[src/rtl/bcd_sat_converter_pkg.sv]
// Shared constants and constant functions for the saturating binary-to-BCD converter.
package bcd_sat_converter_pkg;

  localparam logic [0:0] ST_IDLE = 1'b0;
  localparam logic [0:0] ST_CONV = 1'b1;

  localparam logic [3:0] BCD_NINE        = 4'h9;
  localparam logic [3:0] BCD_ADD3_THRESH = 4'd5;

  function automatic logic [63:0] pow10(input int unsigned n);
    logic [63:0] r;
    r = 64'd1;
    for (int unsigned i = 0; i < n; i++) r = r * 64'd10;
    return r;
  endfunction

  // Bits needed to hold values 0 .. v-1.
  function automatic int unsigned clog2(input logic [63:0] v);
    int unsigned r;
    r = 0;
    for (int i = 0; i < 64; i++) begin
      if ((64'd1 << i) < v) r = 32'(i + 1);
    end
    return r;
  endfunction

  function automatic int unsigned max_u(input int unsigned a, input int unsigned b);
    return (a > b) ? a : b;
  endfunction

endpackage

[src/rtl/bcd_add3.sv]
// Double-dabble digit corrector: adds 3 to a BCD digit of 5 or more before the shift.
module bcd_add3
  import bcd_sat_converter_pkg::*;
(
  input  logic [3:0] d,
  output logic [3:0] q_c
);

  assign q_c = (d >= BCD_ADD3_THRESH) ? d + 4'd3 : d;

endmodule

[src/rtl/bcd_sat_converter.sv]
// Sequential shift-and-add-3 binary-to-BCD converter, one bit per clock,
// saturating to all nines when the operand exceeds 10^DIGITS-1.
module bcd_sat_converter
  import bcd_sat_converter_pkg::*;
#(
  parameter int unsigned BIN_W  = 16,
  parameter int unsigned DIGITS = 4
) (
  input  logic                  clk,
  input  logic                  reset,
  input  logic                  start,
  input  logic [BIN_W-1:0]      bin,
  output logic                  busy,
  output logic                  done,
  output logic                  overflow,
  output logic [4*DIGITS-1:0]   bcd
);

  localparam int unsigned ACC_W = 4 * DIGITS;
  localparam logic [63:0] MAX   = pow10(DIGITS) - 64'd1;
  localparam int unsigned CMP_W = max_u(BIN_W, clog2(MAX + 64'd1));
  localparam int unsigned CNT_W = clog2(64'(BIN_W + 1));
  localparam logic [CNT_W-1:0] LAST = CNT_W'(BIN_W - 1);
  localparam logic [ACC_W-1:0] NINES = {DIGITS{BCD_NINE}};

  logic [0:0]       state, state_d;
  logic [BIN_W-1:0] sh, sh_d;
  logic [ACC_W-1:0] acc, acc_d;
  logic [CNT_W-1:0] cnt, cnt_d;
  logic             ovf_q, ovf_d;
  logic             busy_d, done_d, overflow_d;
  logic [ACC_W-1:0] bcd_d;

  logic [ACC_W-1:0] acc_corr_c;
  logic [ACC_W-1:0] acc_shift_c;
  logic [BIN_W-1:0] sh_shift_c;
  logic             bin_ovf_c;

  // Widened compare so MAX never truncates against a narrow operand.
  assign bin_ovf_c = CMP_W'(bin) > CMP_W'(MAX);

  for (genvar i = 0; i < DIGITS; i++) begin : g_add3
    bcd_add3 u_add3 (
      .d   (acc[4*i +: 4]),
      .q_c (acc_corr_c[4*i +: 4])
    );
  end

  // Corrected accumulator and shift reg move left as one unit; top-digit carry is dropped.
  assign acc_shift_c = ACC_W'({acc_corr_c, sh[BIN_W-1]});
  assign sh_shift_c  = sh << 1;

  always_comb begin
    state_d    = state;
    sh_d       = sh;
    acc_d      = acc;
    cnt_d      = cnt;
    ovf_d      = ovf_q;
    busy_d     = busy;
    done_d     = 1'b0;
    overflow_d = overflow;
    bcd_d      = bcd;
    if (state == ST_IDLE) begin
      if (start) begin
        sh_d    = bin;
        acc_d   = '0;
        cnt_d   = '0;
        ovf_d   = bin_ovf_c;
        busy_d  = 1'b1;
        state_d = ST_CONV;
      end
    end else begin
      sh_d  = sh_shift_c;
      acc_d = acc_shift_c;
      cnt_d = cnt + CNT_W'(1);
      if (cnt == LAST) begin
        bcd_d      = ovf_q ? NINES : acc_shift_c;
        overflow_d = ovf_q;
        done_d     = 1'b1;
        busy_d     = 1'b0;
        state_d    = ST_IDLE;
      end
    end
  end

  always_ff @(posedge clk) begin
    if (reset) begin
      state    <= ST_IDLE;
      sh       <= '0;
      acc      <= '0;
      cnt      <= '0;
      ovf_q    <= 1'b0;
      busy     <= 1'b0;
      done     <= 1'b0;
      overflow <= 1'b0;
      bcd      <= '0;
    end else begin
      state    <= state_d;
      sh       <= sh_d;
      acc      <= acc_d;
      cnt      <= cnt_d;
      ovf_q    <= ovf_d;
      busy     <= busy_d;
      done     <= done_d;
      overflow <= overflow_d;
      bcd      <= bcd_d;
    end
  end

endmodule

[config.mk]
export PLATFORM = sky130hd
export DESIGN_NAME = bcd_sat_converter
export DESIGN_NICKNAME = d
export VERILOG_FILES = /design/src/rtl/bcd_sat_converter_pkg.sv /design/src/rtl/bcd_add3.sv /design/src/rtl/bcd_sat_converter.sv
export SDC_FILE = /design/constraint.sdc
export NUM_CORES = 1
export LEC_CHECK = 0
export BUFFER_PORTS_ARGS = -buffer_cell sky130_fd_sc_hd__buf_2
export CELL_PAD_IN_SITES_DETAIL_PLACEMENT = 1
export CELL_PAD_IN_SITES_GLOBAL_PLACEMENT = 2
export CORE_AREA = 2 2 100 102
export DETAILED_ROUTE_END_ITERATION = 12
export DIE_AREA = 0 0 102 104
export MAX_ROUTING_LAYER = met4
export PLACE_DENSITY = 0.67
export REMOVE_ABC_BUFFERS = 1
export SLEW_MARGIN = 20
export SYNTH_ARGS = -nofsm -noshare
export SYNTH_HDL_FRONTEND = slang
export SYNTH_SLANG_ARGS = --single-unit
export TNS_END_PERCENT = 1
[constraint.sdc]
create_clock -name clk -period 1.9 [get_ports clk]
set_clock_uncertainty 0.2 [all_clocks]
set_input_delay 0.475 -clock clk [delete_from_list [all_inputs] [get_ports clk]]
set_output_delay 0.475 -clock clk [all_outputs]
set_load 0.05 [all_outputs]
== After elaboration in Yosys (flattened, before gate mapping) ==
Index checks and enable logic that the tools add are counted.

* Bits in read-only memories: 0
* Word-level logic and storage cells: 47
* Memories kept: 0
* Bits in latches: 0
* Memory bits (writable): 0
* Flip-flop bits (word level): 58
* Output and inout port bits: 19

* Multiply operators: 0
* Shift operators: 0
* Equality and inequality tests: 2
* $lt $le $gt $ge: 5
* Bitwise operators: 1
* Divide/modulo/power cells: 0
* $add $sub $neg: 5
* Mux-type cells: 18
* Reduce and logical (&&, ||, !) cells: 6

{| class="wikitable"
|+ Operators by type and width
! cell !! number
|-
| $mux W16 || 5
|-
| $ge A4 B3 Y1 const B || 4
|-
| $gt A16 B14 Y1 const B || 1
|-
| $add A4 B2 Y4 const B || 3
|-
| $mux W4 || 3
|-
| $mux W5 || 2
|-
| $mux W1 || 7
|-
| $reduce_and A2 Y1 || 3
|-
| $add A5 B1 Y5 const B || 1
|-
| $eq A5 B4 Y1 const B || 1
|-
| $reduce_or A2 Y1 || 2
|-
| $add A3 B2 Y3 const B || 1
|-
| $mux W3 || 1
|-
| $ne A2 B1 Y1 const B || 1
|-
| $reduce_bool A2 Y1 || 1
|-
| $not A1 Y1 || 1
|}

== Logic depth before layout (Yosys ltp) ==
* Word-level depth: 3
* Gate-level depth with buffers: 7
* Gate-level depth less buffers: 7

== By module ==
A second synthesis with hierarchy kept.

* Cells, all modules: 325
* Area total of the unflattened synthesis: 2807.7 µm²

{| class="wikitable"
|+ By module, submodules not included
! module !! area each (µm²) !! instances !! cells an instance !! seq. area each (µm²)
|-
| bcd_sat_converter || 2402.3 || 1 || 261 || 1161.1
|-
| bcd_add3 || 101.3 || 4 || 16 || 0.0
|}

== Worst setup path after synthesis ==
OpenSTA, ideal clock, no wires.

* Path type: flip-flop to flip-flop
* From: register cnt[0]
* To: register bcd[11]
* Setup slack: 0.162 ns
* Data required time: 1.583 ns
* Period minus slack after synthesis: 1.738 ns
* Data arrival time: 1.420 ns
* Library setup time: 0.117 ns
* Cell stages (with the launch flop): 8
* Path through: dfxtp_1 ha_1 and3_1 ha_1 and2_1 buf_4 o22ai_1 nor2_1

* Word-level cells in the longest chain between the ends: 2

{| class="wikitable"
|+ RTL lines
! element !! RTL line !! text
|-
| start, declared || bcd_sat_converter.sv:29 || <nowiki>logic [CNT_W-1:0] cnt, cnt_d;</nowiki>
|-
| start signal, assigned || bcd_sat_converter.sv:101 || <nowiki>cnt <= cnt_d;</nowiki>
|-
| $eq A5 B4 Y1 || bcd_sat_converter.sv:76 || <nowiki>if (cnt == LAST) begin</nowiki>
|-
| $reduce_and A2 Y1 (no line) || n/a ||
|-
| end signal, assigned || bcd_sat_converter.sv:96 || <nowiki>bcd <= '0;</nowiki>
|-
| end signal, assigned || bcd_sat_converter.sv:106 || <nowiki>bcd <= bcd_d;</nowiki>
|-
| end, declared || bcd_sat_converter.sv:16 || <nowiki>output logic [4*DIGITS-1:0] bcd</nowiki>
|}

No other way between the ends.
A chain may end at the register's enable or synchronous reset.

== Final worst setup path ==
* From: register cnt[0]
* To: register bcd[10]

The elaborated chain is that of the path after synthesis.

==> flow_summary.yaml <==
routing:
  postRouteAntennaNets: 0
  vias_per_cell: 4.59
  wire_per_inst_microns: 13.5
  drt_iter0_markers: 52
  route.detailed.drc: 0
  firstDrtPassIters: 4
  num_vias: 2178
  routed_wl_microns: 6410
sta:
  max_freq_ghz: 0.552
  slew_viol_final: 0
  maxSlewHeadroom_pct: 72.4
  hold_violations: 0
  setup_viol: 0
  tightest_slew_ps: 413
  finalCritPeriodShare_pct: 95.3
  worst_slack_ps: 89.7
  rsz0062_at_grt: "false"
  finalCriticalPeriod_ps: 1810
clock_tree:
  cts-root-buf: "clkbuf_8"
  h-tree-depth: 3
  cts_tree: "done"
  clk_latency_ps: 340
  cts_buffer_depth: 2
  cts_buffers: 9
  clk_pin_slew_ps: 70
  cts_setup_buffers: 0
  numClockSinks: 58
floorplanning:
  core_area_sq_um: 9550
  die-area_sq_um: 10600
  die_x_microns: 102
  pin_count: 38
  dieHeight_microns: 104
  rows: 36
  start_util_pct: 27.5
logic_synthesis:
  yosysTopAreaCell: "dfxtp_1"
  ys_seq_area_share_pct: 44.2
  synth_common_cells: "58 x dfxtp_1, 51 x nor2_1, 27 x a21oi_1"
  synth_compound_area_share_pct: 17.7
  async_reset_ff_share_pct: 0
  yosysMostFrequentCell: "dfxtp_1"
  synth_ff_type: "dfxtp_1"
  yosysTopAreaCellShare_pct: 44.2
  synth_warnings: 0
  synth_cell_types: 37
  synth_xor_area_share_pct: 1.33
  synthTopCellsByArea: "dfxtp_1 44%, mux2i_1 8.0%, nor2_1 7.3%"
  synth_top_family_by_area: "simple AND/OR/NAND/NOR gates"
  synth_seq_cells: 58
  yosys.area_share.simple_pct: 18.5
  syn_inst: 289
  yosys.area_share.adder_pct: 4.77
  synth_area_sq_um: 2630
  synth_edf_count: 0
  avgSynthCellArea_sq_um: 9.08
  muxShareOfSynthArea_pct: 8.01
worst_setup_path:
  crit_fanout: 8
  cp-end-kind: "flip-flop"
  critical-path-max-stage-delay_ps: 310
  crit-reg2reg-launch: "cnt[0]"
  crit_type: "flip-flop to flip-flop"
  regToRegEndpoint: "bcd[10]"
  critPathLaunch: "cnt[0]"
  cpMaxStageDelayCell: "dfxtp_1"
  worst_ep_required_time_ps: 1980
  cp-endpoint: "bcd[10]"
  cpLargestDelayFamily: "simple AND/OR/NAND/NOR gates"
  start_kind: "flip-flop"
  cp.arrival_ps: 1890
  cp_cell_sequence: "ha_1 -> and3_1 -> ha_1 -> and2_2 -> nor2_2 -> buf_6 -> a22o_1"
  reg2reg_slack_ps: 90
  crit_buf_inv: 1
  reg2regPathDepth: 7
  crit_path_frequent_cell: "ha_1"
  crit_cells: 7
place:
  postPlaceCellArea_sq_um: 3010
  place.gp.congestion: 0.682
  dp_worst_setup_slack_ps: 89.9
  dp_cells: 459
  port-buffer-count: 37
  hpwlAfterDp_microns: 4740
run:
  cap_violations: 0
cells_and_area:
  post-route-util_pct: 33.8
  instances_no_fill: 475
  finalInstanceArea_sq_um: 3230
  area_delta_synth_final_pct: 23.1
  nFillCells: 1144
  drive_gt1_share_pct: 23.4
  nets: 366
  antenna_cells: 0
global_routing:
  grt_use_total_pct: 13.0
  grt_pass1_vias: 2170
  antenna_found_initial: 0
  grt_start_max_net_pins: 35
  grt_pass1_wl_microns: 10600
  grt-ovfl-total: 0
power_and_ir_drop:
  power_per_cell_area_nw_per_um2: 848
  vdd.ir_drop.worst_mv: 0.325
  leakagePower_uw: 0.00138
min_path:
  hold_class: "primary input to flip-flop"
run_status:
  status: "complete, no violations"
==> where the power goes <==
part / switching, uW / internal [uW] / total (uW)
combinational: 118 / 84.7 / 202
clock: 507 / 765 / 1270
sequential: 21.2 / 1240 / 1270
total: 646 / 2090 / 2740
==> kinds of logic after synthesis <==
| group | count (synthesis) |
|---|---|
| compound gates | 72 |
| mux | 21 |
| fa+ha+maj | 10 |
| simple gates | 98 |
| buf+inv | 26 |
| flops | 58 |
| xor+xnor | 4 |
==> worst reg2reg max path, delay by kind of cell (launching register included) <==
kind	cells	cell delay (ps)
DFF	1	310
adders and majority gates	2	390
and+or+nand+nor	3	550
buffers and inverters	1	160
AOI/OAI and AO/OA	1	140
==> metal layers <==
| layer | part of all wire (%) | track usage (%) |
|---|---|---|
| met4 | 1.1 | 4.00 |
| met2 | 46 | 20.8 |
| met3 | 4.4 | 3.76 |
| met5 | 0 | - |
| met1 | 49 | 15.9 |
==> state kept, by name, summed over array words and instances (netlist names) <==
signal and cells:
acc 16, state 1, busy 1, overflow 1
sh 16, done 1, ovf_q 1, bcd 16
cnt 5
==> cells in the final DEF, fill, tap and decap left out, types with 6 or more instances in the layout <==
master / n
dfxtp_1: 57
buf_4: 15
a21oi_1: 27
nor3_1: 6
nor3b_1: 8
nand2b_1: 10
nand2_1: 10
inv_1: 9
mux2i_1: 21
clkbuf_8: 10
ha_1: 10
a22o_1: 16
o21ai_0: 11
buf_2: 37
nor2_1: 51
==> metrics by stage <==
step,hold slack [ps],power [uW],TNS [ps]
finish,237,2740,0
global route,244,2870,0
CTS,226,2790,0
detailed placement,265,1500,0
global placement,249,1500,0
floorplan,249,1390,-9160
==> worst min-delay path by stage <==
| stage | slack, ps | depth (start not counted) | start | end |
|---|---|---|---|---|
| global route | 240 | 3 | bin[13] | ovf_q |
| detailed placement | 260 | 1 | bcd[2] | bcd[2] |
| global placement | 250 | 2 | overflow | overflow |
| CTS | 230 | 3 | bin[15] | ovf_q |
| finish | 240 | 3 | bin[15] | ovf_q |
| floorplan | 250 | 1 | acc[13] | acc[13] |
==> area by class of cell <==
cell class	instances	area [sq um]	share of cell area (%)
Clock buffer	10	138	4.26
Clock inverter	6	80.1	2.48
Inverter	9	33.8	1.05
Multi-Input combinational cell	205	1320	40.9
Sequential cell	58	1160	36.0
Tap cell	133	166	5.15
Timing Repair Buffer	54	329	10.2
==> repair_timing <==
item	in CTS	in global routing
setup endpoints to repair	0	9
hold buffers	0	0
gates resized for setup	0	2
Note: power is estimated with default switching activity, not from simulation.
